===== src/rtl/pipeline_valid_delay_if.sv =====
// pipeline_valid_delay_if
//   Groups the stream and control signals of pipeline_valid_delay.
//   slave  : the delay line (consumes EN/FLUSH/in_valid/in, drives the rest)
//   master : the environment driving it
//   Signals:
//     EN        downstream advance / output-side ready
//     FLUSH     synchronous clear of all valid bits
//     in_valid  input payload valid
//     in        input payload (WIDTH bits)
//     in_ready  input captured at this edge if in_valid=1
//     out_valid valid bit of stage 0
//     out       payload of stage 0
//     count     number of valid stages
interface pipeline_valid_delay_if #(
  parameter int WIDTH  = 32,
  parameter int CYCLES = 1
);
  localparam int CNT_W = (CYCLES > 0) ? $clog2(CYCLES + 1) : 1;

  logic             EN;
  logic             FLUSH;
  logic             in_valid;
  logic [WIDTH-1:0] in;
  logic             in_ready;
  logic             out_valid;
  logic [WIDTH-1:0] out;
  logic [CNT_W-1:0] count;

  modport slave  (input  EN, FLUSH, in_valid, in,
                  output in_ready, out_valid, out, count);
  modport master (output EN, FLUSH, in_valid, in,
                  input  in_ready, out_valid, out, count);
endinterface


===== src/rtl/pipeline_valid_delay.sv =====
// pipeline_valid_delay
//   Delays a WIDTH-bit payload by CYCLES register stages, carrying a valid
//   bit per stage. Supports flush, synchronous reset, an occupancy count and
//   an optional bubble-collapsing mode in which stalled entries advance into
//   empty slots.
//   Ports:
//     CLK  clock, rising edge
//     RST  synchronous active-high reset (overrides everything)
//     bus  pipeline_valid_delay_if.slave (EN, FLUSH, in_valid, in,
//          in_ready, out_valid, out, count)
//   Stage CYCLES-1 is the input side, stage 0 drives the outputs directly.
module pipeline_valid_delay #(
  parameter int               CYCLES    = 1,
  parameter int               WIDTH     = 32,
  parameter bit               COLLAPSE  = 1'b0,
  parameter logic [WIDTH-1:0] RESET_VAL = '0
) (
  input logic                   CLK,
  input logic                   RST,
  pipeline_valid_delay_if.slave bus
);

  localparam int CNT_W = (CYCLES > 0) ? $clog2(CYCLES + 1) : 1;

  generate
    if (CYCLES == 0) begin : g_pass
      // No state: clock and reset are deliberately unused here.
      logic unused_clk_rst;
      assign unused_clk_rst = CLK ^ RST;

      assign bus.out       = bus.in;
      assign bus.out_valid = bus.in_valid & ~bus.FLUSH;
      assign bus.in_ready  = bus.EN & ~bus.FLUSH;
      assign bus.count     = '0;
    end else begin : g_pipe
      logic [CYCLES-1:0] vld_q;
      logic [CYCLES-1:0] vld_d;
      logic [CYCLES-1:0] rdy;
      logic [WIDTH-1:0]  dat_q [CYCLES];
      logic [WIDTH-1:0]  dat_d [CYCLES];

      function automatic logic [CNT_W-1:0] popcount(input logic [CYCLES-1:0] v);
        logic [CNT_W-1:0] n;
        n = '0;
        for (int i = 0; i < CYCLES; i++) begin
          n = n + CNT_W'(v[i]);
        end
        return n;
      endfunction

      // Ready chain from the output side upward. Lock-step: every stage moves
      // only on EN. Collapsing: a stage may also move when it or any stage
      // below it is empty, which squeezes bubbles out under stall.
      always_comb begin : ready_chain
        logic acc;
        acc = bus.EN;
        rdy = '0;
        for (int i = 0; i < CYCLES; i++) begin
          if (COLLAPSE) acc = acc | ~vld_q[i];
          rdy[i] = acc;
        end
      end

      always_comb begin
        vld_d = vld_q;
        dat_d = dat_q;
        for (int i = 0; i < CYCLES - 1; i++) begin
          if (rdy[i]) begin
            vld_d[i] = vld_q[i+1];
            dat_d[i] = dat_q[i+1];
          end
        end
        if (rdy[CYCLES-1]) begin
          vld_d[CYCLES-1] = bus.in_valid;
          dat_d[CYCLES-1] = bus.in;
        end
        // Payloads still move on flush; only the valid bits matter afterwards.
        if (bus.FLUSH) vld_d = '0;
      end

      // Stage registers
      always_ff @(posedge CLK) begin
        if (RST) begin
          vld_q <= '0;
          for (int i = 0; i < CYCLES; i++) dat_q[i] <= RESET_VAL;
        end else begin
          vld_q <= vld_d;
          for (int i = 0; i < CYCLES; i++) dat_q[i] <= dat_d[i];
        end
      end

      assign bus.in_ready  = rdy[CYCLES-1] & ~bus.FLUSH;
      assign bus.out_valid = vld_q[0];
      assign bus.out       = dat_q[0];
      assign bus.count     = popcount(vld_q);
    end
  endgenerate

endmodule


===== src/flat_wrapper.sv =====
// flat-port wrapper written by rule: the top's interface ports become plain ports
module pipeline_valid_delay_flat 
#(
  parameter int               CYCLES    = 1,
  parameter int               WIDTH     = 32,
  parameter bit               COLLAPSE  = 1'b0,
  parameter logic [WIDTH-1:0] RESET_VAL = '0
)
  (CLK, RST, bus_EN, bus_FLUSH, bus_in_valid, bus_in, bus_in_ready, bus_out_valid, bus_out, bus_count);
  pipeline_valid_delay_if #(.WIDTH(WIDTH), .CYCLES(CYCLES)) bus_i ();
  input logic CLK;
  input logic RST;
  input wire logic [$bits(bus_i.EN)-1:0] bus_EN;
  input wire logic [$bits(bus_i.FLUSH)-1:0] bus_FLUSH;
  input wire logic [$bits(bus_i.in_valid)-1:0] bus_in_valid;
  input wire logic [$bits(bus_i.in)-1:0] bus_in;
  output wire logic [$bits(bus_i.in_ready)-1:0] bus_in_ready;
  output wire logic [$bits(bus_i.out_valid)-1:0] bus_out_valid;
  output wire logic [$bits(bus_i.out)-1:0] bus_out;
  output wire logic [$bits(bus_i.count)-1:0] bus_count;
  assign bus_i.EN = bus_EN;
  assign bus_i.FLUSH = bus_FLUSH;
  assign bus_i.in_valid = bus_in_valid;
  assign bus_i.in = bus_in;
  assign bus_in_ready = bus_i.in_ready;
  assign bus_out_valid = bus_i.out_valid;
  assign bus_out = bus_i.out;
  assign bus_count = bus_i.count;
  pipeline_valid_delay #(.CYCLES(CYCLES), .WIDTH(WIDTH), .COLLAPSE(COLLAPSE), .RESET_VAL(RESET_VAL)) u_core (.CLK(CLK), .RST(RST), .bus(bus_i));
endmodule

===== config.mk =====
export PLATFORM = sky130hd
export DESIGN_NAME = pipeline_valid_delay_flat
export DESIGN_NICKNAME = d
export VERILOG_FILES = /design/src/rtl/pipeline_valid_delay_if.sv /design/src/rtl/pipeline_valid_delay.sv /design/src/flat_wrapper.sv
export SDC_FILE = /design/constraint.sdc
export NUM_CORES = 1
export LEC_CHECK = 0
export CAP_MARGIN = 10
export CORE_MARGIN = 10
export CORE_UTILIZATION = 38
export CTS_BUF_LIST = sky130_fd_sc_hd__clkbuf_4 sky130_fd_sc_hd__clkbuf_8
export DETAILED_ROUTE_END_ITERATION = 8
export GPL_TIMING_DRIVEN = 0
export PLACE_DENSITY = 0.81
export SKIP_LAST_GASP = 1
export SYNTH_ARGS = -nofsm -noshare
export SYNTH_HDL_FRONTEND = slang
export SYNTH_SLANG_ARGS = --single-unit

===== constraint.sdc =====
create_clock -name CLK -period 1 [get_ports CLK]
set_clock_uncertainty 0.05 [all_clocks]
set_input_delay 0.15 -clock CLK [delete_from_list [all_inputs] [get_ports CLK]]
set_output_delay 0.15 -clock CLK [all_outputs]
set_load 0.05 [all_outputs]

==> run metrics <==
register area share after synthesis 0.5421; Sw Pwr 935.1 uW; synthesis-to-finish area growth 85.22%; status finished with violations; CP max stage delay about 340 ps; share of flip-flops with an asynchronous set or reset after synthesis 0; Synth Warn # 0; Int Power roughly 2.2 mW; fmax between 0.9 and 1 GHz; DPL Wire Length 2854 um; design area 2257 um2; CP endpoint kind output port; Clk pwr share 0.259; layout cells sized above 1 0.4550; Post-route DRC 0; CP Max Fanout 3; CP Launch Type flip-flop; Leakage 1.029 nW; setup ws final -102.2 ps; # IOs 72; Pre-antenna DRT Iters 4; EDFF count, synth 0; DR vias approximately 1k; Setup Viol. Count Final 34; sw frac 0.2937; cells along the critical path buf_6 -> buf_8; CP delay by family, top flip-flops; Final min period 1102 ps; ys flop type dfxtp_1; Clk Latency, worst-skew pair approximately 320 ps; vias in the first global route roughly 1.1k; WHS Path Cells 2; Die ar. ~5900 um2; synth cell count leaders 33 x dfxtp_1, 33 x mux2i_1, 32 x nor2_1; routed wire length per instance 15.80 um; Final Non-Filler Cells between 200 and 250; Hold WC Path Type input pin to flip-flop; Routed Antenna Nets 0; Starting Density 0.3992; row count 20; Final Util 0.7393; worst-margin pin slew around 460 ps; Syn Area/Cell roughly 11 um2; mapped cell area around 1200 um2; port bufs 69; Post-Syn Nets 146; RSZ-0062 raised after global routing true; violations in the final reports setup timing; dpl cells about 220; Die Width 76.63 um; first-pass GRT wire length 5830 um; Combinational Power Share 0.277; drt via density about 4.4; max capacitance violation total 0; pre-CTS WS -714.6 ps; DR iter-0 viols 12; CTS tree built; area share of the largest cell type after synthesis 0.5421; htree depth 2; Hold Vio Cnt, Final 0; Cells after Synth approximately 110; Fin Setup TNS -829.0 ps; Crit path depth 2; worst path arrival time around 900 ps; part of the power in registers 0.463; Die Y-Extent roughly 77 um; Hold WS between 10 and 15 ps; Root Buffer clkbuf_4; Clock Pin Slew Worst Setup and Hold Paths 90 ps; peak supply drop around 0.00087 V; Cell variety after synth 10; largest net degree at the start of global routing 11; worst setup path category flip-flop to output port; Final period util 1.102; global route overflow 0; final-layout fill cell count approximately 230; Yosys top cell by area dfxtp_1; CTS buffer count 5; Max-slew headroom 0.6944; wirelength, routed ~3700 um; Max Root-Sink Buffers 2; pwr/cell area about 1400 nW/um2; Clock Sinks 33; reg2reg path depth 3; Worst EP required about 800 ps; Synth area leaders dfxtp_1 54%, mux2i_1 27%, nor2_1 9.9%; # diodes 0; global-route usage over all layers 0.1238; power after layout 3.184 mW; Buf+Inv Stages, Crit Path 2; Slew Viols, Final 0; placed cell area between 1500 and 2000 um2; GPL Wtd Cong about 0.69; core area slightly above 3000 um2; Crit-path slowest cell dfxtp_2; antenna violations before repair 0; NumNets Final around 230; synthesized flop and latch total 33
[layer usage]
| metal | vias to the layer above | wire (um) | GRT usage |
|---|---|---|---|
| met3 | 2 | 228 | 0.04127 |
| met5 | - | 0 | 0 |
| met4 | 0 | 41 | 0.06134 |
| met2 | 37 | 2027 | 0.2330 |
| li1 | 514 | - | - |
| met1 | 471 | 1384 | 0.1162 |
[cell usage in the layout, fill, tap and decap left out]
master           netlist  routed
dlygate4sd2_1          0       1
clkbuf_8               0       2
dlygate4sd3_1          0       1
dfxtp_2                0      33
nor3_1                 1       1
mux2i_1               33      33
nor2b_2                0       1
buf_4                  1       4
clkdlybuf4s50_1        0      33
buf_6                  1       3
nor2_1                32      32
clkbuf_4               0       5
clkbuf_1               2       2
clkinv_2               0       1
buf_8                  0      33
buf_2                  2       2
buf_12                 3       2
[kinds of logic (layout without fill, tap and decap cells)]
group,Yosys count,after routing,synth area share
muxes,33,33,0.2710
buffers and inverters,9,89,0.07906
and+or+nand+nor,34,34,0.1078
DFF,33,33,0.5421
[sequential cells by signal, summed over array words and instances, names as in the netlist]
register	flops
u_core.bus.out_valid	1
u_core.bus.out	32
[cell type report]
class | count | area [um2] | area share
tap | 44 | 55.05 | 0.02439
clock buffer | 7 | 65.06 | 0.02882
clock inverter | 1 | 5.005 | 0.002217
multi-input combinational | 67 | 464.2 | 0.2057
timing repair buffer | 73 | 885.9 | 0.3925
sequential | 33 | 701.9 | 0.3110
buffer | 8 | 80.08 | 0.03548
[power groups by stage]
stage	clock (mW)	sequential [mW]	combinational (mW)
CTS	0.866	1.48	0.897
detailed placement	0	1.46	0.804
finish	0.826	1.48	0.882
global placement	0	1.46	0.790
global route	0.929	1.49	0.922
floorplan	0	1.73	0.201
[timing repair]
action                     CTS  global route
setup endpoints to repair   35            35
pin swaps                    0             0
hold endpoints to repair     1             0
resized for setup          311             0
buffers inserted             2             1
hold buffers                 1             0
[path summary, 6_finish.rpt]
check,startpoint,to,slack (ps)
setup / recovery,u_core.bus.out_valid,bus_out_valid,-100
hold / removal,RST,u_core.bus.out[28],10
setup reg to reg,u_core.bus.out[3],u_core.bus.out[3],170
hold reg to reg,u_core.bus.out[4],u_core.bus.out[4],470
(Power assumes the default switching activity.)
